**config.mk**
```make
export PLATFORM = sky130hd
export DESIGN_NAME = ahb_axi_bridge
export DESIGN_NICKNAME = d
export VERILOG_FILES = /design/src/rtl/ahb_axi_pkg.sv /design/src/rtl/ahb_xfer_check.sv /design/src/rtl/ahb_axi_bridge.sv
export SDC_FILE = /design/constraint.sdc
export NUM_CORES = 1
export LEC_CHECK = 0
export BUFFER_PORTS_ARGS = -buffer_cell sky130_fd_sc_hd__buf_4
export CORE_AREA = 4 4 114 116
export CTS_CLUSTER_SIZE = 12
export DETAILED_ROUTE_END_ITERATION = 8
export DIE_AREA = 0 0 118 120
export GPL_ROUTABILITY_DRIVEN = 0
export PLACE_DENSITY = 0.7
export SLEW_MARGIN = 20
export SYNTH_ARGS = -nofsm -noshare
export SYNTH_HDL_FRONTEND = slang
export SYNTH_HIERARCHICAL = 1
export SYNTH_SLANG_ARGS = --single-unit
```
**constraint.sdc**
```tcl
create_clock -name a_clk -period 2.9 [get_ports a_clk]
set_input_delay 0.58 -clock a_clk [delete_from_list [all_inputs] [get_ports a_clk]]
set_output_delay 0.58 -clock a_clk [all_outputs]
set_load 0.01 [all_outputs]
```
**src/rtl/ahb_axi_pkg.sv**
```systemverilog
// Shared encodings for the AHB-slave to AXI-master bridge.
// Holds the HTRANS codes, the AXI response and burst codes, and the bridge state type.
package ahb_axi_pkg;

    typedef enum logic [1:0] {
        HTRANS_IDLE   = 2'b00,
        HTRANS_BUSY   = 2'b01,
        HTRANS_NONSEQ = 2'b10,
        HTRANS_SEQ    = 2'b11
    } htrans_e;

    typedef enum logic [1:0] {
        AXI_OKAY   = 2'b00,
        AXI_EXOKAY = 2'b01,
        AXI_SLVERR = 2'b10,
        AXI_DECERR = 2'b11
    } axi_resp_e;

    typedef enum logic [1:0] {
        AXI_BURST_FIXED = 2'b00,
        AXI_BURST_INCR  = 2'b01,
        AXI_BURST_WRAP  = 2'b10
    } axi_burst_e;

    typedef enum logic [2:0] {
        ST_IDLE,
        ST_WA,
        ST_WB,
        ST_RA,
        ST_RD,
        ST_ERR1,
        ST_ERR2
    } bridge_state_e;

    localparam logic [3:0] AXI_LEN_SINGLE = 4'h0;

endpackage

```
**src/rtl/ahb_xfer_check.sv**
```systemverilog
// Combinational legality check of an AHB transfer: the size must be at most a word,
// and the address must be aligned to that size.
module ahb_xfer_check (
    input  logic [2:0] h_size,
    input  logic [1:0] h_addr_lo,
    output logic       illegal
);

    always_comb begin
        illegal = 1'b0;
        case (h_size)
            3'd0:    illegal = 1'b0;
            3'd1:    illegal = h_addr_lo[0];
            3'd2:    illegal = |h_addr_lo;
            default: illegal = 1'b1;
        endcase
    end

endmodule

```
**src/rtl/ahb_axi_bridge.sv**
```systemverilog
// AHB slave that issues each accepted AHB beat as a single-beat AXI transaction,
// holding the AHB data phase in wait states until the AXI response returns.
module ahb_axi_bridge
    import ahb_axi_pkg::*;
#(
    parameter logic [3:0] AXI_ID = 4'h0
) (
    input  logic        a_clk,
    input  logic        a_resetn,
    input  logic        h_sel,
    input  logic [31:0] h_addr,
    input  logic [1:0]  h_trans,
    input  logic        h_write,
    input  logic [2:0]  h_size,
    input  logic [2:0]  h_burst,
    input  logic [31:0] h_wdata,
    input  logic [3:0]  h_wstrb,
    input  logic        h_ready_in,
    output logic        h_ready_out,
    output logic        h_resp,
    output logic [31:0] h_rdata,
    output logic [3:0]  aw_id,
    output logic [31:0] aw_addr,
    output logic [3:0]  aw_len,
    output logic [2:0]  aw_size,
    output logic [1:0]  aw_burst,
    output logic        aw_valid,
    input  logic        aw_ready,
    output logic [3:0]  w_id,
    output logic [31:0] w_data,
    output logic [3:0]  w_strb,
    output logic        w_last,
    output logic        w_valid,
    input  logic        w_ready,
    input  logic [3:0]  b_id,
    input  logic [1:0]  b_resp,
    input  logic        b_valid,
    output logic        b_ready,
    output logic [3:0]  ar_id,
    output logic [31:0] ar_addr,
    output logic [3:0]  ar_len,
    output logic [2:0]  ar_size,
    output logic [1:0]  ar_burst,
    output logic        ar_valid,
    input  logic        ar_ready,
    input  logic [3:0]  r_id,
    input  logic [31:0] r_data,
    input  logic [1:0]  r_resp,
    input  logic        r_last,
    input  logic        r_valid,
    output logic        r_ready
);

    bridge_state_e state_q, state_d;
    logic [31:0]   addr_q;
    logic [2:0]    size_q;
    logic          aw_pend_q, w_pend_q;
    logic          illegal, accept;
    logic          aw_done, w_done;
    logic          unused_inputs;

    ahb_xfer_check u_xfer_check (
        .h_size    (h_size),
        .h_addr_lo (h_addr[1:0]),
        .illegal   (illegal)
    );

    assign accept  = h_sel & h_trans[1] & h_ready_in & h_ready_out;
    assign aw_done = ~aw_pend_q | aw_ready;
    assign w_done  = ~w_pend_q | w_ready;

    always_ff @(posedge a_clk or negedge a_resetn) begin
        if (!a_resetn) state_q <= ST_IDLE;
        else           state_q <= state_d;
    end

    always_comb begin
        state_d = state_q;
        case (state_q)
            ST_IDLE, ST_ERR2: begin
                if (accept) begin
                    if (illegal)      state_d = ST_ERR1;
                    else if (h_write) state_d = ST_WA;
                    else              state_d = ST_RA;
                end else begin
                    state_d = ST_IDLE;
                end
            end
            ST_WA:   if (aw_done && w_done) state_d = ST_WB;
            ST_WB:   if (b_valid) state_d = b_resp[1] ? ST_ERR1 : ST_IDLE;
            ST_RA:   if (ar_ready) state_d = ST_RD;
            ST_RD:   if (r_valid) state_d = r_resp[1] ? ST_ERR1 : ST_IDLE;
            ST_ERR1: state_d = ST_ERR2;
            default: state_d = ST_IDLE;
        endcase
    end

    always_comb begin
        h_ready_out = 1'b0;
        h_resp      = 1'b0;
        b_ready     = 1'b0;
        ar_valid    = 1'b0;
        r_ready     = 1'b0;
        case (state_q)
            ST_IDLE: h_ready_out = 1'b1;
            ST_WB:   b_ready     = 1'b1;
            ST_RA:   ar_valid    = 1'b1;
            ST_RD:   r_ready     = 1'b1;
            ST_ERR1: h_resp      = 1'b1;
            ST_ERR2: begin
                h_ready_out = 1'b1;
                h_resp      = 1'b1;
            end
            default: h_ready_out = 1'b0;
        endcase
    end

    // Write address and data channels retire independently; WA exits once both are done.
    always_ff @(posedge a_clk or negedge a_resetn) begin
        if (!a_resetn) begin
            aw_pend_q <= 1'b0;
            w_pend_q  <= 1'b0;
        end else if (accept && !illegal && h_write) begin
            aw_pend_q <= 1'b1;
            w_pend_q  <= 1'b1;
        end else begin
            if (aw_ready) aw_pend_q <= 1'b0;
            if (w_ready)  w_pend_q  <= 1'b0;
        end
    end

    always_ff @(posedge a_clk or negedge a_resetn) begin
        if (!a_resetn) begin
            addr_q <= '0;
            size_q <= '0;
        end else if (accept) begin
            addr_q <= h_addr;
            size_q <= h_size;
        end
    end

    always_ff @(posedge a_clk or negedge a_resetn) begin
        if (!a_resetn)                      h_rdata <= '0;
        else if (state_q == ST_RD && r_valid) h_rdata <= r_data;
    end

    assign aw_id    = AXI_ID;
    assign aw_addr  = addr_q;
    assign aw_len   = AXI_LEN_SINGLE;
    assign aw_size  = size_q;
    assign aw_burst = AXI_BURST_INCR;
    assign aw_valid = aw_pend_q;

    assign w_id     = AXI_ID;
    assign w_data   = h_wdata;
    assign w_strb   = h_wstrb;
    assign w_last   = 1'b1;
    assign w_valid  = w_pend_q;

    assign ar_id    = AXI_ID;
    assign ar_addr  = addr_q;
    assign ar_len   = AXI_LEN_SINGLE;
    assign ar_size  = size_q;
    assign ar_burst = AXI_BURST_INCR;

    assign unused_inputs = ^{h_trans[0], h_burst, b_id, b_resp[0], r_id, r_resp[0], r_last};

endmodule
```
-- Yosys cells after proc, flatten, opt, wreduce, memory -nomap -nowiden
Index checks and enable logic that the tools add are counted.
- ROM bits: 0
- latch bits: 0
- RAM bits: 0
- memories: 0
- output and inout port bits: 170
- register bits after elaboration: 72
- word-level logic and storage cells: 58
- bits of input ports: 131
- shifts and indexed selects: 0
- multiply operators: 0
- $add $sub $neg: 0
- div/mod/pow operators: 0
- mux-type cells: 20
- bitwise logic cells: 7
- magnitude comparators: 0
- reduce and logical (&&, ||, !) cells: 13
- equal/unequal tests: 12
- operators with widths (operator ; number):
    3-bit two-way mux ; 8
    3-bit case mux with 6 select lines ; 1
    3-bit by 2-bit == test with 1-bit output, second input constant ; 3
    3-bit == test, second input constant ; 3
    1-bit two-way mux ; 9
    2-bit != test, second input constant ; 4
    3-bit by 1-bit == test with 1-bit output, second input constant ; 2
    3-bit zero test ; 2
    2-bit OR reduction ; 3
    1-bit logical AND ; 4
    4-bit AND reduction ; 1
    2-bit nonzero test ; 2
    1-bit AND ; 3
    1-bit case mux with 3 select lines ; 1
    2-bit two-way mux ; 1
    1-bit inverter ; 2
    1-bit OR ; 2
    1-bit zero test ; 1

-- Logic depth before layout (Yosys ltp)
Gate-level depths: netlist (run 1).
- depth in word-level cells: 7
- mapped depth: 7
- depth with buffers taken out: 5

-- By module
The synthesis (run 1) kept the hierarchy.
- by module, submodules not included (module ; instances ; sequential area each (µm²) ; area each (µm²) ; cells each):
    ahb_axi_bridge ; 1 ; 1801.7 ; 3646.0 ; 283
    ahb_xfer_check ; 1 ; 0.0 ; 17.5 ; 3

-- Least setup slack after synthesis (run 1)
Ideal clock, no wire load.
- path kind: register to register
- start: register state_q[1]
- end: register addr_q[0], in the netlist ar_addr[0]
- cell stages (with the launch flop): 7
- arrival: 1.508 ns
- clock period less this slack: 1.633 ns
- buffers on the path: 3
- setup time: 0.125 ns
- path slack: 1.267 ns
- data required time: 2.775 ns
- path through: dfrtp_1 -> buf_4 -> xor2_1 -> nor3_2 -> buf_6 -> buf_8 -> mux2_4
- longest elaborated chain between the ends: 4
- elaborated cells on any way between the ends: 5
- classes of those cells: eq/ne: 1; mux: 1; bitwise: 1; reduce/logical: 2
- ends and longest elaborated chain (what ; RTL line ; source):
    from (decl) ; ahb_axi_bridge.sv:54 ; bridge_state_e state_q, state_d;
    from (signal assigned) ; ahb_axi_bridge.sv:74 ; else state_q <= state_d;
    3-bit == test or 3-bit zero test (tied branches) ; ahb_axi_bridge.sv:104 ; case (state_q)
    2-bit OR reduction (no line) (*) ; n/a ;
    1-bit two-way mux (*) ; ahb_axi_bridge.sv:104 ;
    1-bit AND (*) ; ahb_axi_bridge.sv:68 ; assign accept = h_sel & h_trans[1] & h_ready_in & h_ready_out;
    to (signal assigned) ; ahb_axi_bridge.sv:137 ; addr_q <= h_addr;
    to (decl) ; ahb_axi_bridge.sv:55 ; logic [31:0] addr_q;
Mark *: on every way between the ends. The rest lies on a longest branch, timed or not.
A chain may end at the register's enable or synchronous reset.

-- Final worst setup path (run 1)
- start: register state_q[1]
- end: output b_ready
- longest elaborated chain between the ends: 2
- ends and longest elaborated chain (what ; RTL line ; source):
    3-bit by 2-bit == test with 1-bit output ; ahb_axi_bridge.sv:104 ;
    1-bit two-way mux ; ahb_axi_bridge.sv:104 ;
    to (decl) ; ahb_axi_bridge.sv:38 ; output logic b_ready,
No other way between the ends.

==> impl_metrics.py, run 1 <==
metrics = {
    "worst_setup_path": {
        "critPathRequiredTime_ps": 2320,
        "worst-path-max-fanout": 10,
        "worst-endpoint-arrival_ps": 1490,
        "reg2reg_slack_ps": 870,
        "crit_path_start": "state_q[1]",
        "worstSetupEndpoint": "b_ready",
        "worst-setup-path-type": "reg2out",
        "crit-reg2reg-capture": "ar_addr[15]",
        "r2r_cells": 4,
        "worstSetupStartpointType": "register",
        "critical_path.endpoint_type": "primary output",
        "worst_r2r_startpoint": "state_q[1]",
    },
    "clock_tree": {
        "htree_levels": 3,
        "clock_tree_from_tritoncts": "yes",
        "total_setup_buffers_inserted_after_cts": 0,
        "tritoncts_buffer_count": 9,
        "cts.clk_slew.worst_paths_ps": 50,
        "post_cts.resized_instances": 0,
        "clock-root-buffer": "sky130_fd_sc_hd__clkbuf_16",
        "cts.hold.buffers_added": 0,
        "max-clock-path-buffers": 2,
        "clkSinkCount": 72,
        "worst_skew_pair_later_pin_latency_ps": 330,
    },
    "logic_synthesis": {
        "number_of_synthesized_flops_with_an_enable_pin": 0,
        "synthDominantAreaCellType": "sky130_fd_sc_hd__dfrtp_1",
        "syn-cell-area_um2": 3660,
        "synthesis.instances": 286,
        "synth.most_common_cell": "sky130_fd_sc_hd__buf_4",
        "synth_area_leaders": "sky130_fd_sc_hd__dfrtp_1, sky130_fd_sc_hd__buf_4, sky130_fd_sc_hd__mux2_2, sky130_fd_sc_hd__mux2_4, sky130_fd_sc_hd__buf_6",
        "synth.lib_cells_used.distinct": 32,
        "synth.avg_cell_area_um2": 12.8,
        "synth-async-reset-ratio_pct": 100,
        "synth.yosys.seq_area_share_pct": 49.2,
        "number_of_storage_elements_in_the_synthesis_netlist": 72,
        "synth_warnings": 6,
        "ys_top_cells_by_count": "sky130_fd_sc_hd__buf_4, sky130_fd_sc_hd__dfrtp_1, sky130_fd_sc_hd__mux2_2",
        "synth_top_cell_area_share_pct": 49.2,
        "synthFlopType": "sky130_fd_sc_hd__dfrtp_1",
    },
    "detailed_routing": {
        "wire_per_inst_um": 14.4,
        "drt_iter0_markers": 65,
        "drt_pass1_iterations": 4,
        "via_count": 2404,
        "route.final.wire_length_mm": 7.99,
        "antenna_violating_nets_post_route": 0,
        "drt-vias-per-instance": 4.32,
        "drt_drc_violations_left": 0,
    },
    "place": {
        "io_buffer_count": 188,
        "dp_hpwl_mm": 6.13,
    },
    "grt": {
        "grt_pass1_wl_mm": 12.5,
        "grt.total_usage_pct": 11.4,
        "globalRoute.totalOverflow": 0,
        "via_count_of_the_first_global_routing_pass": 2404,
        "number_of_antenna_violations_at_the_first_check_in_global_routing": 0,
        "grt_start_max_net_pins": 73,
    },
    "cells_and_area": {
        "insertedDiodeCount": 0,
        "area_growth_syn_to_layout_pct": 32.6,
        "final_nets": 535,
        "drive_gt1_share_pct": 66.5,
    },
    "die": {
        "floorplan.initialDensity_pct": 30.8,
        "die_x_um": 118,
        "die-area_um2": 14200,
        "die-height_um": 120,
        "placement_rows": 40,
        "io_pins": 301,
        "core-area_um2": 11900,
    },
    "sta": {
        "period_share_pct": 71.3,
        "timing.setup.tns_ps": 0,
        "transition_at_the_pin_with_the_smallest_max_transition_slack_ps": 885,
        "fin_worst_hold_slack_ps": 373,
        "max_clock_freq_ghz": 0.483,
        "setup_repair_after_global_routing_missed_its_margin": "no",
        "maxSlewViolCount": 0,
        "worst_slew_margin_rel_pct": 41.0,
        "finalSetupViolCount": 0,
        "hold_viol_final": 0,
        "final.min_clock_period_ps": 2070,
        "clock-skew-final_ps": 5.70,
    },
    "flow_run": {
        "cap_viol_max_count": 0,
    },
    "power_and_ir_drop": {
        "p_leak_uw": 0.00240,
        "worst_ir_drop_vdd_mv": 0.429,
        "power.density_nw_per_um2": 1110,
    },
    "outcome": {
        "run_status": "complete, no violations",
    },
    "hold_path": {
        "hold_path_class": "in2async",
    },
}
## placed cells by master, fill, tap and decap left out, types with 3 or more instances in the layout
master / synthesis / final
sky130_fd_sc_hd__nand2b_1: 3 / 3
sky130_fd_sc_hd__conb_1: 2 / 25
sky130_fd_sc_hd__mux2_2: 59 / 59
sky130_fd_sc_hd__mux2_4: 7 / 7
sky130_fd_sc_hd__nand2_1: 4 / 4
sky130_fd_sc_hd__nand3_1: 3 / 3
sky130_fd_sc_hd__buf_4: 100 / 189
sky130_fd_sc_hd__clkbuf_16: 0 / 9
sky130_fd_sc_hd__dfrtp_1: 72 / 72
## how the worst min path moves through the flow
stage / to / start / slack, ps / depth (start not counted)
floorplan: ar_addr[0] / a_resetn / 280 / 0
global placement: h_rdata[7] / h_rdata[7] / 480 / 1
detailed placement: h_rdata[7] / h_rdata[7] / 490 / 1
CTS: h_rdata[24] / a_resetn / 400 / 1
global route: h_rdata[24] / a_resetn / 460 / 1
finish: h_rdata[24] / a_resetn / 370 / 1
## where the power goes
group	switching, uW	internal [uW]
logic	983	1450
clock network	385	710
registers	370	1500
## critical path: stages (launching register included)
cell                      delay [ps]
sky130_fd_sc_hd__dfrtp_1         560
sky130_fd_sc_hd__inv_1           150
sky130_fd_sc_hd__nor3_1          270
sky130_fd_sc_hd__buf_4           170
## cell families after synthesis
logic type / synth area share [%]
muxes: 21.6
and+or+nand+nor: 3.65
DFF: 49.2
buffers and inverters: 22.6
other: 0.205
AOI/OAI and AO/OA: 2.49
xor gates and xnor gates: 0.239
## layout make-up
type,instances,area [um2]
Fill cell,1151,7050
Sequential cell,72,1800
Timing Repair Buffer,190,1440
Multi-Input combinational cell,129,1120
Clock buffer,13,260
Tap cell,147,184
Clock inverter,3,40.0
Inverter,2,7.51
## metal layers
metal | track usage (%) | wire length, um | vias up | share of wire (%)
met2 | 18.6 | 3990 | 161 | 50
met1 | 12.5 | 2990 | 1139 | 37
met3 | 4.62 | 813 | 18 | 10
met4 | 6.52 | 187 | 0 | 2.3
met5 | 0 | 0 | - | 0
li1 | - | - | 1086 | -
## registers in the layout, indices dropped and copies added, names as in the netlist
signal and flops:
h_rdata 32, aw_valid 1, ar_size 3, w_valid 1
ar_addr 32, state_q 3
## stage by stage
stage	worst slack [ps]	util [%]	instances	power (uW)	area, um2
5_1_grt	685	40.8	556	5770	4860
3_3_place_gp	892	38.3	540	4330	4560
4_1_cts	812	40.8	556	5520	4860
3_5_place_dp	861	38.3	540	4380	4560
6_report	832	40.8	556	5400	4860
2_1_floorplan	1270	-	309	3360	3750
Power figures use the tool's default switching activity.
==> run 2: changes to the inputs <==
- PLACE_DENSITY: 0.7 -> 0.72
- clock period: 2.9 -> 1.8 ns (I/O delays scaled with it)
==> impl_metrics.py, run 2 (synthesis results as in run 1) <==
metrics = {
    "outcome": {
        "run_status": "complete, no violations",
    },
    "clock_tree": {
        "clock_tree_from_tritoncts": "yes",
        "clkSinkCount": 72,
        "tritoncts_buffer_count": 9,
        "max-clock-path-buffers": 2,
        "clock-root-buffer": "sky130_fd_sc_hd__clkbuf_16",
        "worst_skew_pair_later_pin_latency_ps": 330,
        "cts.clk_slew.worst_paths_ps": 60,
        "htree_levels": 3,
    },
    "worst_setup_path": {
        "critical-path-max-stage-delay_ps": 410,
        "worstSetupStartpointType": "register",
        "cp_cell_sequence": "buf_4 -> inv_2 -> nand2_1 -> a21oi_2 -> buf_4",
        "critPathTopFamily": "flip-flops",
        "worst_r2r_startpoint": "state_q[2]",
        "worst-endpoint-arrival_ps": 1370,
        "critical_path.endpoint_type": "primary output",
        "worstSetupEndpoint": "h_resp",
        "critical_path_cell_count": 5,
        "critPathRequiredTime_ps": 1440,
        "reg2reg_slack_ps": 150,
        "timing.critical_path.mode_cell": "sky130_fd_sc_hd__buf_4",
        "r2r_cells": 5,
        "critical_path.n_buffers_inverters": 3,
        "worst-setup-path-type": "reg2out",
        "cpMaxStageDelayCell": "sky130_fd_sc_hd__dfrtp_1",
        "worst-path-max-fanout": 8,
        "crit-reg2reg-capture": "state_q[2]",
        "crit_path_start": "state_q[1]",
    },
    "power_and_ir_drop": {
        "power_consumption_uw": 8670,
        "worst_ir_drop_vdd_mv": 0.758,
        "power.density_nw_per_um2": 1760,
        "p_leak_uw": 0.00242,
    },
    "detailed_routing": {
        "wire_per_inst_um": 15.2,
        "antenna_violating_nets_post_route": 0,
        "drt_pass1_iterations": 4,
        "drt_drc_violations_left": 0,
        "drt_iter0_markers": 58,
        "via_count": 2410,
        "drt-vias-per-instance": 4.28,
        "route.final.wire_length_mm": 8.53,
    },
    "sta": {
        "timing.setup.tns_ps": 0,
        "final.min_clock_period_ps": 1730,
        "maxSlewViolCount": 0,
        "period_share_pct": 96.0,
        "setup_repair_after_global_routing_missed_its_margin": "yes",
        "max_clock_freq_ghz": 0.579,
        "setup_slack_ps": 72.6,
        "finalSetupViolCount": 0,
        "clock-skew-final_ps": 6.00,
        "fin_worst_hold_slack_ps": 244,
        "worst_slew_margin_rel_pct": 59.8,
        "hold_viol_final": 0,
        "transition_at_the_pin_with_the_smallest_max_transition_slack_ps": 595,
    },
    "die": {
        "die-height_um": 120,
        "placement_rows": 40,
        "die_x_um": 118,
        "floorplan.initialDensity_pct": 30.8,
        "die-area_um2": 14200,
        "core-area_um2": 11900,
        "io_pins": 301,
    },
    "cells_and_area": {
        "most_used_cells_in_the_layout_excluding_fill_and_tap_cells": "sky130_fd_sc_hd__buf_4, sky130_fd_sc_hd__dfrtp_1, sky130_fd_sc_hd__mux2_2",
        "layout.filler_cells": 1117,
        "ff_latch_area_um2": 1800,
        "final_nets": 542,
        "final_area_um2": 4920,
        "drive_gt1_share_pct": 68.3,
        "mostFrequentLayoutCell": "sky130_fd_sc_hd__buf_4",
        "insertedDiodeCount": 0,
        "area_growth_syn_to_layout_pct": 34.4,
        "multiInputGateArea_um2": 1130,
    },
    "grt": {
        "grt_pass1_wl_mm": 13.4,
        "via_count_of_the_first_global_routing_pass": 2542,
        "globalRoute.totalOverflow": 0,
        "grt.total_usage_pct": 12.0,
        "number_of_antenna_violations_at_the_first_check_in_global_routing": 0,
        "grt_start_max_net_pins": 46,
    },
    "place": {
        "dp_hpwl_mm": 6.77,
        "io_buffer_count": 188,
        "place_ws_ps": 120,
        "placement.cell_area_um2": 4620,
    },
    "flow_run": {
        "cap_viol_max_count": 0,
    },
    "hold_path": {
        "hold_path_class": "in2reg",
    },
}
==> run 2: cell count changes in the layout (fill, tap and decap cells not counted), moves of 2 or more <==
cell and delta:
sky130_fd_sc_hd__buf_4 +4, sky130_fd_sc_hd__clkinvlp_4 +3, sky130_fd_sc_hd__clkbuf_8 -2, sky130_fd_sc_hd__buf_12 +2
==> run 2: how the worst min path moves through the flow <==
stage,startpoint,end,cells past startpoint
6_report,r_data[7],h_rdata[7],2
5_1_grt,h_addr[31],ar_addr[31],2
4_1_cts,r_data[7],h_rdata[7],2
3_5_place_dp,a_resetn,aw_valid,1
3_3_place_gp,a_resetn,aw_valid,1
2_1_floorplan,a_resetn,ar_addr[0],0
==> run 2: power by group <==
part	total (uW)	switching, uW	internal [uW]	leakage [uW]
Sequential	2970	548	2420	0.000864
Clock	1620	688	937	0.000125
Combinational	4080	1670	2410	0.00143
==> run 2: routing by layer <==
metal	track usage [%]	vias up	wire [um]
li1	-	1095	-
met1	13.1	1131	3140
met2	19.3	161	4090
met3	6.13	23	1090
met4	5.64	0	219
met5	0	-	0
==> run 2: timing repair <==
item | CTS | global route
hold buffers | 1 | 0
setup buffers | 1 | 0
gates resized for setup | 1 | 3
hold endpoints to repair | 27 | 0
endpoints found under the setup margin | 2 | 34
==> run 2: layout make-up <==
class	count	area share (%)
clock buffers	10	4.65
clock inverters	6	0.915
inverters	2	0.153
multi-input cells	129	23.1
flip-flops and latches	72	36.6
well taps	147	3.74
repair buffers	197	30.9
==> run 2: through the flow <==
step,instances,util (%)
after global routing,563,41.3
after global placement,545,38.8
after CTS,563,41.3
after detailed placement,545,38.8
final,563,41.3
after floorplan,309,-
==> run 3: changes to the inputs <==
- CORE_AREA: 4 4 114 116 -> 4 4 115 117
- DIE_AREA: 0 0 118 120 -> 0 0 119 121
- PLACE_DENSITY: 0.72 -> 0.69
- clock period: 1.8 -> 1.61 ns (I/O delays scaled with it)
==> impl_metrics.py, run 3 (synthesis results as in run 1) <==
metrics = {
    "outcome": {
        "run_status": "finished with violations",
        "violations_in_the_final_reports": "setup timing",
    },
    "worst_setup_path": {
        "worst-setup-path-type": "reg2reg",
        "critPathRequiredTime_ps": 1820,
        "worst-path-max-fanout": 13,
        "reg2reg_slack_ps": -20,
        "worst-endpoint-arrival_ps": 1840,
        "cp_cell_sequence": "buf_6 -> nor3_4 -> and2_4 -> clkbuf_16 -> mux2_2",
        "critical_path.endpoint_type": "register",
        "critical_path.n_buffers_inverters": 2,
        "critical-path-max-stage-delay_ps": 450,
        "critPathTopFamily": "flip-flops",
        "cpMaxStageDelayCell": "sky130_fd_sc_hd__dfrtp_2",
        "worstSetupStartpointType": "register",
    },
    "clock_tree": {
        "tritoncts_buffer_count": 9,
        "cts.clk_slew.worst_paths_ps": 60,
        "clock_tree_from_tritoncts": "yes",
        "htree_levels": 3,
        "max-clock-path-buffers": 2,
        "clock-root-buffer": "sky130_fd_sc_hd__clkbuf_16",
        "worst_skew_pair_later_pin_latency_ps": 320,
        "clkSinkCount": 72,
    },
    "grt": {
        "grt.total_usage_pct": 11.6,
        "grt_start_max_net_pins": 33,
        "globalRoute.totalOverflow": 0,
        "grt_pass1_wl_mm": 13.2,
        "number_of_antenna_violations_at_the_first_check_in_global_routing": 0,
        "via_count_of_the_first_global_routing_pass": 2558,
    },
    "die": {
        "io_pins": 301,
        "floorplan.initialDensity_pct": 29.6,
        "placement_rows": 41,
        "core-area_um2": 12400,
        "die-area_um2": 14400,
        "die_x_um": 119,
        "die-height_um": 121,
    },
    "cells_and_area": {
        "final_area_um2": 5250,
        "multiInputGateArea_um2": 1240,
        "drive_gt1_share_pct": 71.4,
        "layout.filler_cells": 1151,
        "final_core_util_pct": 42.5,
        "insertedDiodeCount": 0,
        "most_used_cells_in_the_layout_excluding_fill_and_tap_cells": "sky130_fd_sc_hd__buf_4, sky130_fd_sc_hd__dfrtp_1, sky130_fd_sc_hd__mux2_2",
        "mostFrequentLayoutCell": "sky130_fd_sc_hd__buf_4",
        "final_nets": 556,
        "ff_latch_area_um2": 1810,
        "area_growth_syn_to_layout_pct": 43.3,
    },
    "place": {
        "place_ws_ps": -9.98,
        "dp_hpwl_mm": 6.81,
        "placement.cell_area_um2": 4690,
        "io_buffer_count": 188,
    },
    "flow_run": {
        "cap_viol_max_count": 0,
    },
    "power_and_ir_drop": {
        "power_consumption_uw": 10300,
        "power.density_nw_per_um2": 1970,
        "worst_ir_drop_vdd_mv": 0.661,
        "p_leak_uw": 0.00259,
    },
    "sta": {
        "setup_repair_after_global_routing_missed_its_margin": "yes",
        "maxSlewViolCount": 0,
        "fin_worst_hold_slack_ps": 214,
        "period_share_pct": 102,
        "hold_viol_final": 0,
        "final.min_clock_period_ps": 1630,
        "setup_slack_ps": -24.4,
        "clock-skew-final_ps": 6.14,
        "finalSetupViolCount": 13,
        "max_clock_freq_ghz": 0.612,
    },
    "detailed_routing": {
        "antenna_violating_nets_post_route": 0,
        "drt-vias-per-instance": 4.16,
        "route.final.wire_length_mm": 9.03,
        "via_count": 2504,
        "drt_iter0_markers": 76,
        "drt_drc_violations_left": 0,
        "drt_pass1_iterations": 4,
        "wire_per_inst_um": 15.0,
    },
    "hold_path": {
        "hold_path_class": "in2reg",
    },
}
run 3: metal layers:
layer  track usage [%]  vias to the layer above  wire [um]
met5                 0                        -          0
met4              6.44                        0        231
met3              4.10                       28        908
met2              20.0                      166       4590
met1              12.4                     1189       3300
li1                  -                     1121          -
run 3: path summary, 6_finish.rpt:
kind                            start     endpoint  depth (start not counted)
max                        state_q[1]  h_rdata[10]                          5
min                         r_data[7]   h_rdata[7]                          2
max reg2reg                state_q[1]  h_rdata[10]                          5
min reg2reg                h_rdata[7]   h_rdata[7]                          1
max in group asynchronous    a_resetn   state_q[2]                          3
min in group asynchronous    a_resetn  h_rdata[24]                          2
run 3: area by class of cell:
type                            count  share of cell area, %
Inverter                            2                  0.286
Clock buffer                       10                   4.55
Timing Repair Buffer              211                   32.3
Multi-Input combinational cell    129                   23.6
Clock inverter                      6                  0.810
Sequential cell                    72                   34.4
Tap cell                          172                   4.10
run 3: repair_timing:
action / in CTS / in global routing
cloned: 0 / 1
resized for setup: 18 / 28
pin swaps: 2 / 2
hold endpoints to repair: 29 / 0
hold buffers: 1 / 0
buffers inserted: 9 / 1
setup endpoints to repair: 8 / 61
run 3: through the flow:
step | TNS [ps] | instances
6_report | -157 | 602
5_1_grt | -2260 | 602
4_1_cts | -75.1 | 600
3_5_place_dp | -18.6 | 574
3_3_place_gp | 0 | 574
2_1_floorplan | 0 | 309
run 3: report_power, final:
group,total (uW),switching (uW),internal (uW)
sequential,3370,660,2710
clock,1860,769,1090
combinational,5090,2010,3080
